<file path="config.mk">
export PLATFORM = sky130hd
export DESIGN_NAME = enc_n_reg
export DESIGN_NICKNAME = d
export VERILOG_FILES = /design/src/rtl/enc_pkg.sv /design/src/rtl/enc_core.sv /design/src/rtl/enc_n_reg.sv
export SDC_FILE = /design/constraint.sdc
export NUM_CORES = 1
export LEC_CHECK = 0
export ABC_AREA = 1
export BUFFER_PORTS_ARGS = -buffer_cell sky130_fd_sc_hd__buf_2
export CAP_MARGIN = 20
export CORE_MARGIN = 3
export CORE_UTILIZATION = 52
export CTS_CLUSTER_DIAMETER = 30
export CTS_CLUSTER_SIZE = 25
export DETAILED_ROUTE_END_ITERATION = 8
export PLACE_DENSITY = 0.82
export SLEW_MARGIN = 30
export SYNTH_ARGS = -nofsm -noshare
export SYNTH_HDL_FRONTEND = slang
export SYNTH_SLANG_ARGS = --single-unit
</file>
<file path="constraint.sdc">
create_clock -name clk -period 2.6 [get_ports clk]
set_input_delay 0.13 -clock clk [delete_from_list [all_inputs] [get_ports clk]]
set_output_delay 0.13 -clock clk [all_outputs]
set_load 0.01 [all_outputs]
</file>
<file path="src/rtl/enc_pkg.sv">
// Shared definitions for the registered N-to-log2(N) encoder.
package enc_pkg;

  typedef enum logic {
    MODE_PRIO   = 1'b0,
    MODE_ONEHOT = 1'b1
  } mode_e;

  function automatic int unsigned enc_log2(input int unsigned n);
    int unsigned r;
    r = 0;
    for (int unsigned v = n; v > 1; v = v >> 1) r++;
    return r;
  endfunction

endpackage

</file>
<file path="src/rtl/enc_core.sv">
// Combinational encoder: priority (highest set bit) or strict one-hot with error flag.
module enc_core
  import enc_pkg::*;
#(
  parameter int N = 8,
  parameter int W = 3
) (
  input  logic [N-1:0] D,
  input  logic         mode,
  output logic [W-1:0] Y,
  output logic         err_n
);

  logic [W-1:0] hi_idx;
  logic         seen_one;
  logic         seen_many;

  // Upward scan leaves the highest set index; seen_many flags a second set bit.
  always_comb begin
    hi_idx    = '0;
    seen_one  = 1'b0;
    seen_many = 1'b0;
    for (int unsigned i = 0; i < N; i++) begin
      if (D[i]) begin
        hi_idx    = W'(i);
        seen_many = seen_many | seen_one;
        seen_one  = 1'b1;
      end
    end
  end

  always_comb begin
    Y     = '0;
    err_n = 1'b0;
    if (mode == MODE_ONEHOT) begin
      if (seen_one && !seen_many) begin
        Y     = hi_idx;
        err_n = 1'b1;
      end
    end else if (seen_one) begin
      Y     = hi_idx;
      err_n = 1'b1;
    end
  end

endmodule

</file>
<file path="src/rtl/enc_n_reg.sv">
// Encoder with a single-entry valid/ready output register and saturating error counter.
module enc_n_reg
  import enc_pkg::*;
#(
  parameter  int N  = 8,
  parameter  int CW = 8,
  localparam int W  = enc_log2(N)
) (
  input  logic          clk,
  input  logic          rst,
  input  logic          in_valid,
  output logic          in_ready,
  input  logic [N-1:0]  D,
  input  logic          mode,
  output logic          out_valid,
  input  logic          out_ready,
  output logic [W-1:0]  Y,
  output logic          _IN_ERR,
  input  logic          err_clr,
  output logic [CW-1:0] err_cnt
);

  logic [W-1:0]  enc_y;
  logic          enc_err_n;
  logic          in_xfer;
  logic          out_xfer;
  logic [W-1:0]  y_q;
  logic          err_n_q;
  logic          valid_q;
  logic [CW-1:0] cnt_q;

  enc_core #(
    .N(N),
    .W(W)
  ) u_core (
    .D    (D),
    .mode (mode),
    .Y    (enc_y),
    .err_n(enc_err_n)
  );

  assign in_ready = !valid_q || out_ready;
  assign in_xfer  = in_valid && in_ready;
  assign out_xfer = valid_q && out_ready;

  always_ff @(posedge clk or posedge rst) begin
    if (rst) begin
      valid_q <= 1'b0;
      y_q     <= '0;
      err_n_q <= 1'b1;
    end else if (in_xfer) begin
      valid_q <= 1'b1;
      y_q     <= enc_y;
      err_n_q <= enc_err_n;
    end else if (out_xfer) begin
      valid_q <= 1'b0;
    end
  end

  always_ff @(posedge clk or posedge rst) begin
    if (rst) begin
      cnt_q <= '0;
    end else if (err_clr) begin
      cnt_q <= '0;
    end else if (in_xfer && !enc_err_n && cnt_q != '1) begin
      cnt_q <= cnt_q + 1'b1;
    end
  end

  assign out_valid = valid_q;
  assign Y         = y_q;
  assign _IN_ERR   = err_n_q;
  assign err_cnt   = cnt_q;

endmodule
</file>
==> impl_metrics.csv <==
group,metric,value,unit
setup_path,timing_worst_setup_path_type,"flop to flop",
synthesis,synth_seq_area_share,39.8,%
synthesis,yosysWarnings,0,
timing,fmax,567,MHz
grt,grt_antenna_before_repair,0,
die,floorplan.die.width,45.7,um
clock_network,h-tree-depth,1,
timing,timing.clock.skew,0.000859,ns
timing,final_min_period_over_clock_period,67.8,%
route,first_pass_iters,4,
timing,finalSetupViolations,0,
route,drcViolationCount,0,
flow_run,drv_cap,0,
layout,layout_cell_share_with_drive_strength_beyond_1,29.3,%
clock_network,worst_skew_pair.late_latency,0.27,ns
setup_path,critPathMostFrequentCell,"nand2_1",
clock_network,cts_tree,"done",
synthesis,synth_async_sr_flop_share,100,%
setup_path,path_depth,9,
synthesis,post_synth_instance_area,820,um2
layout,diodes,0,
route,detailedRoute.firstIterationViolations,12,
synthesis,yosys_register_bits,13,
layout,synthToLayoutAreaGrowth,21.4,%
clock_network,clk_path_buf_depth,2,
die,ios,28,
die,die_footprint,2090,um2
route,drt-vias-per-instance,5.30,
clock_network,number_of_buffers_created_by_cts,3,
setup_path,worstPathCellList,"ha_1 > nand2_1 > inv_1 > nand2_1 > nor2_2 > a31oi_2 > nand2_2 > nand3_1 > nand2_1",
timing,fin_crit,1.76,ns
hold_path,worstHoldPathCells,4,
grt,globalRouteTotalUtil,21.4,%
placed_design,gp_routability_congestion,0.827,
grt,via_count_of_the_first_global_routing_pass,740,
grt,wire_length_of_the_first_global_routing_pass,3190,um
route,drt.antenna.violating_nets,0,
clock_network,clk_root_buffer_cell,"clkbuf_4",
run_status,run_status,"completed",
power_and_ir_drop,irDropWorstVdd,0.252,mV
grt,grt_start_max_net_pins,17,
synthesis,synth_enable_flop_cells,0,
hold_path,min-delay-path-class,"primary input to flop",
setup_path,timing.reg2reg.worst_path_depth,9,
clock_network,tritoncts_num_sinks,13,
die,start_util,59.3,%
route,route.detailed.wl_per_inst,11.7,um
synthesis,post_synth.cell_area_avg,7.45,um2
timing,report.final.hold_viol_count,0,
placed_design,portBuffers,27,
timing,setup_repair_after_global_routing_missed_its_margin,"false",
die,rows,13,
route,via_count,821,
setup_path,worstSetupStartpointType,"flop",
setup_path,worstPathMaxFanout,9,
timing,maxSlewViolCount,0,
timing,timing.setup.tns,0,ns
timing,timing.slew.headroom,66.7,%
route,wl,1820,um
clock_network,clk_pin_slew_worst_paths,0.08,ns
setup_path,worst-endpoint-arrival,1.93,ns
setup_path,crit_family,"simple AND/OR/NAND/NOR gates",
setup_path,worst-endpoint-required,2.77,ns
clock_network,postCtsSetupRepairBufs,0,
setup_path,cpPeakStageDelay,0.43,ns
synthesis,post_synthesis_cell_type_count,22,
setup_path,critical_path_buf_inv_count,1,
power_and_ir_drop,cellPowerDensity,441,nW/um2
placed_design,place_hpwl,1370,um
timing,tightest_slew,0.499,ns
layout,num-nets-final,156,
synthesis,synthCells,110,
grt,grt_remaining_overflow,0,
die,core_area,1380,um2
die,die_height,45.7,um
placed_design,placed_cell_area,958,um2
setup_path,slowest_stage,"dfrtp_1",
power_and_ir_drop,power.static_leakage,0.000596,uW
synthesis,synth_ff_type,"dfrtp_1",
setup_path,endpoint_kind,"flop",
layout,post_layout_inst_area,995,um2
synthesis,synth.net_count,125,
flip-flops by register name, indices dropped and copies added, names as in the netlist:
name and cells:
err_cnt 8, Y 3, _IN_ERR 1, out_valid 1
final timing paths:
| kind | start | to | slack (ns) |
|---|---|---|---|
| setup / recovery | err_cnt[0] | err_cnt[3] | 0.84 |
| hold / removal | out_ready | out_valid | 0.11 |
| setup reg to reg | err_cnt[0] | err_cnt[3] | 0.84 |
| hold reg to reg | Y[1] | Y[1] | 0.48 |
| max in group asynchronous | rst | _IN_ERR | 1.84 |
| min in group asynchronous | rst | Y[1] | 0.41 |
timing repair:
action | CTS | global route
resized for setup | 0 | 0
hold buffers | 1 | 0
endpoints found under the hold margin | 12 | 0
cell type report:
class / count / area [um2]
clock buffer: 4 / 26.3
sequential: 13 / 327
timing repair buffer: 28 / 145
inverter: 12 / 45.0
tap: 15 / 18.8
fill: 117 / 388
multi-input combinational: 83 / 433
worst register-to-register path: cells and delay by family, from the launching register on:
family	cells	cell delay, ns
compound gates	1	0.36
fa+ha+maj	1	0.24
buf+inv	1	0.06
flops	1	0.43
simple gates	6	0.58
routing by layer:
metal | track usage, % | wire [um]
met1 | 29.1 | 881
met2 | 32.0 | 806
met3 | 4.74 | 98
met4 | 10.2 | 33
met5 | 0 | 0
layout by cell type, fill, tap and decap left out, types with 2 or more instances in the layout:
| cell | count |
|---|---|
| nand3_1 | 12 |
| a21oi_1 | 2 |
| buf_2 | 27 |
| xor2_1 | 4 |
| inv_1 | 12 |
| nand4_1 | 9 |
| nor2_2 | 3 |
| nor2_1 | 4 |
| nand2_2 | 4 |
| o21bai_1 | 2 |
| nand2_1 | 35 |
| dfrtp_1 | 12 |
| clkbuf_4 | 3 |
synthesized netlist by cell type (2+ instances only):
master,count,area (um2)
xor2_1,4,35.0
nand3_1,12,60.1
o21bai_1,2,15.0
nand2_1,35,131
nand4_1,9,56.3
a21oi_1,2,10.0
dfrtp_1,12,300
inv_1,12,45.0
nor2_2,3,18.8
nor2_1,4,15.0
nand2_2,4,25.0
logic make-up after synthesis:
group | Yosys count | share of synthesized area (%)
adder cells (fa/ha/maj) | 1 | 1.53
buffers and inverters | 14 | 7.33
flip-flops | 13 | 39.8
AND/OR/NAND/NOR | 70 | 40.2
XOR/XNOR | 5 | 5.34
AO/OA/AOI/OAI | 7 | 5.80
metrics by stage:
stage	cells	total power, uW	hold WS (ns)	util, %	setup WS (ns)
3_5_place_dp	150	315	0.182	69.3	0.852
3_3_place_gp	150	310	0.172	69.3	0.967
2_1_floorplan	110	280	0.00624	-	1.04
4_1_cts	155	439	0.112	71.9	0.833
5_1_grt	155	462	0.136	71.9	0.651
6_report	155	438	0.111	71.9	0.837
power breakdown:
part	switching (uW)	total (uW)	internal (uW)	leakage [uW]
Clock	67.6	127	59.5	0.0000150
Combinational	55.0	87.6	32.7	0.000410
Sequential	7.89	224	216	0.000171
(Power assumes the default switching activity.)
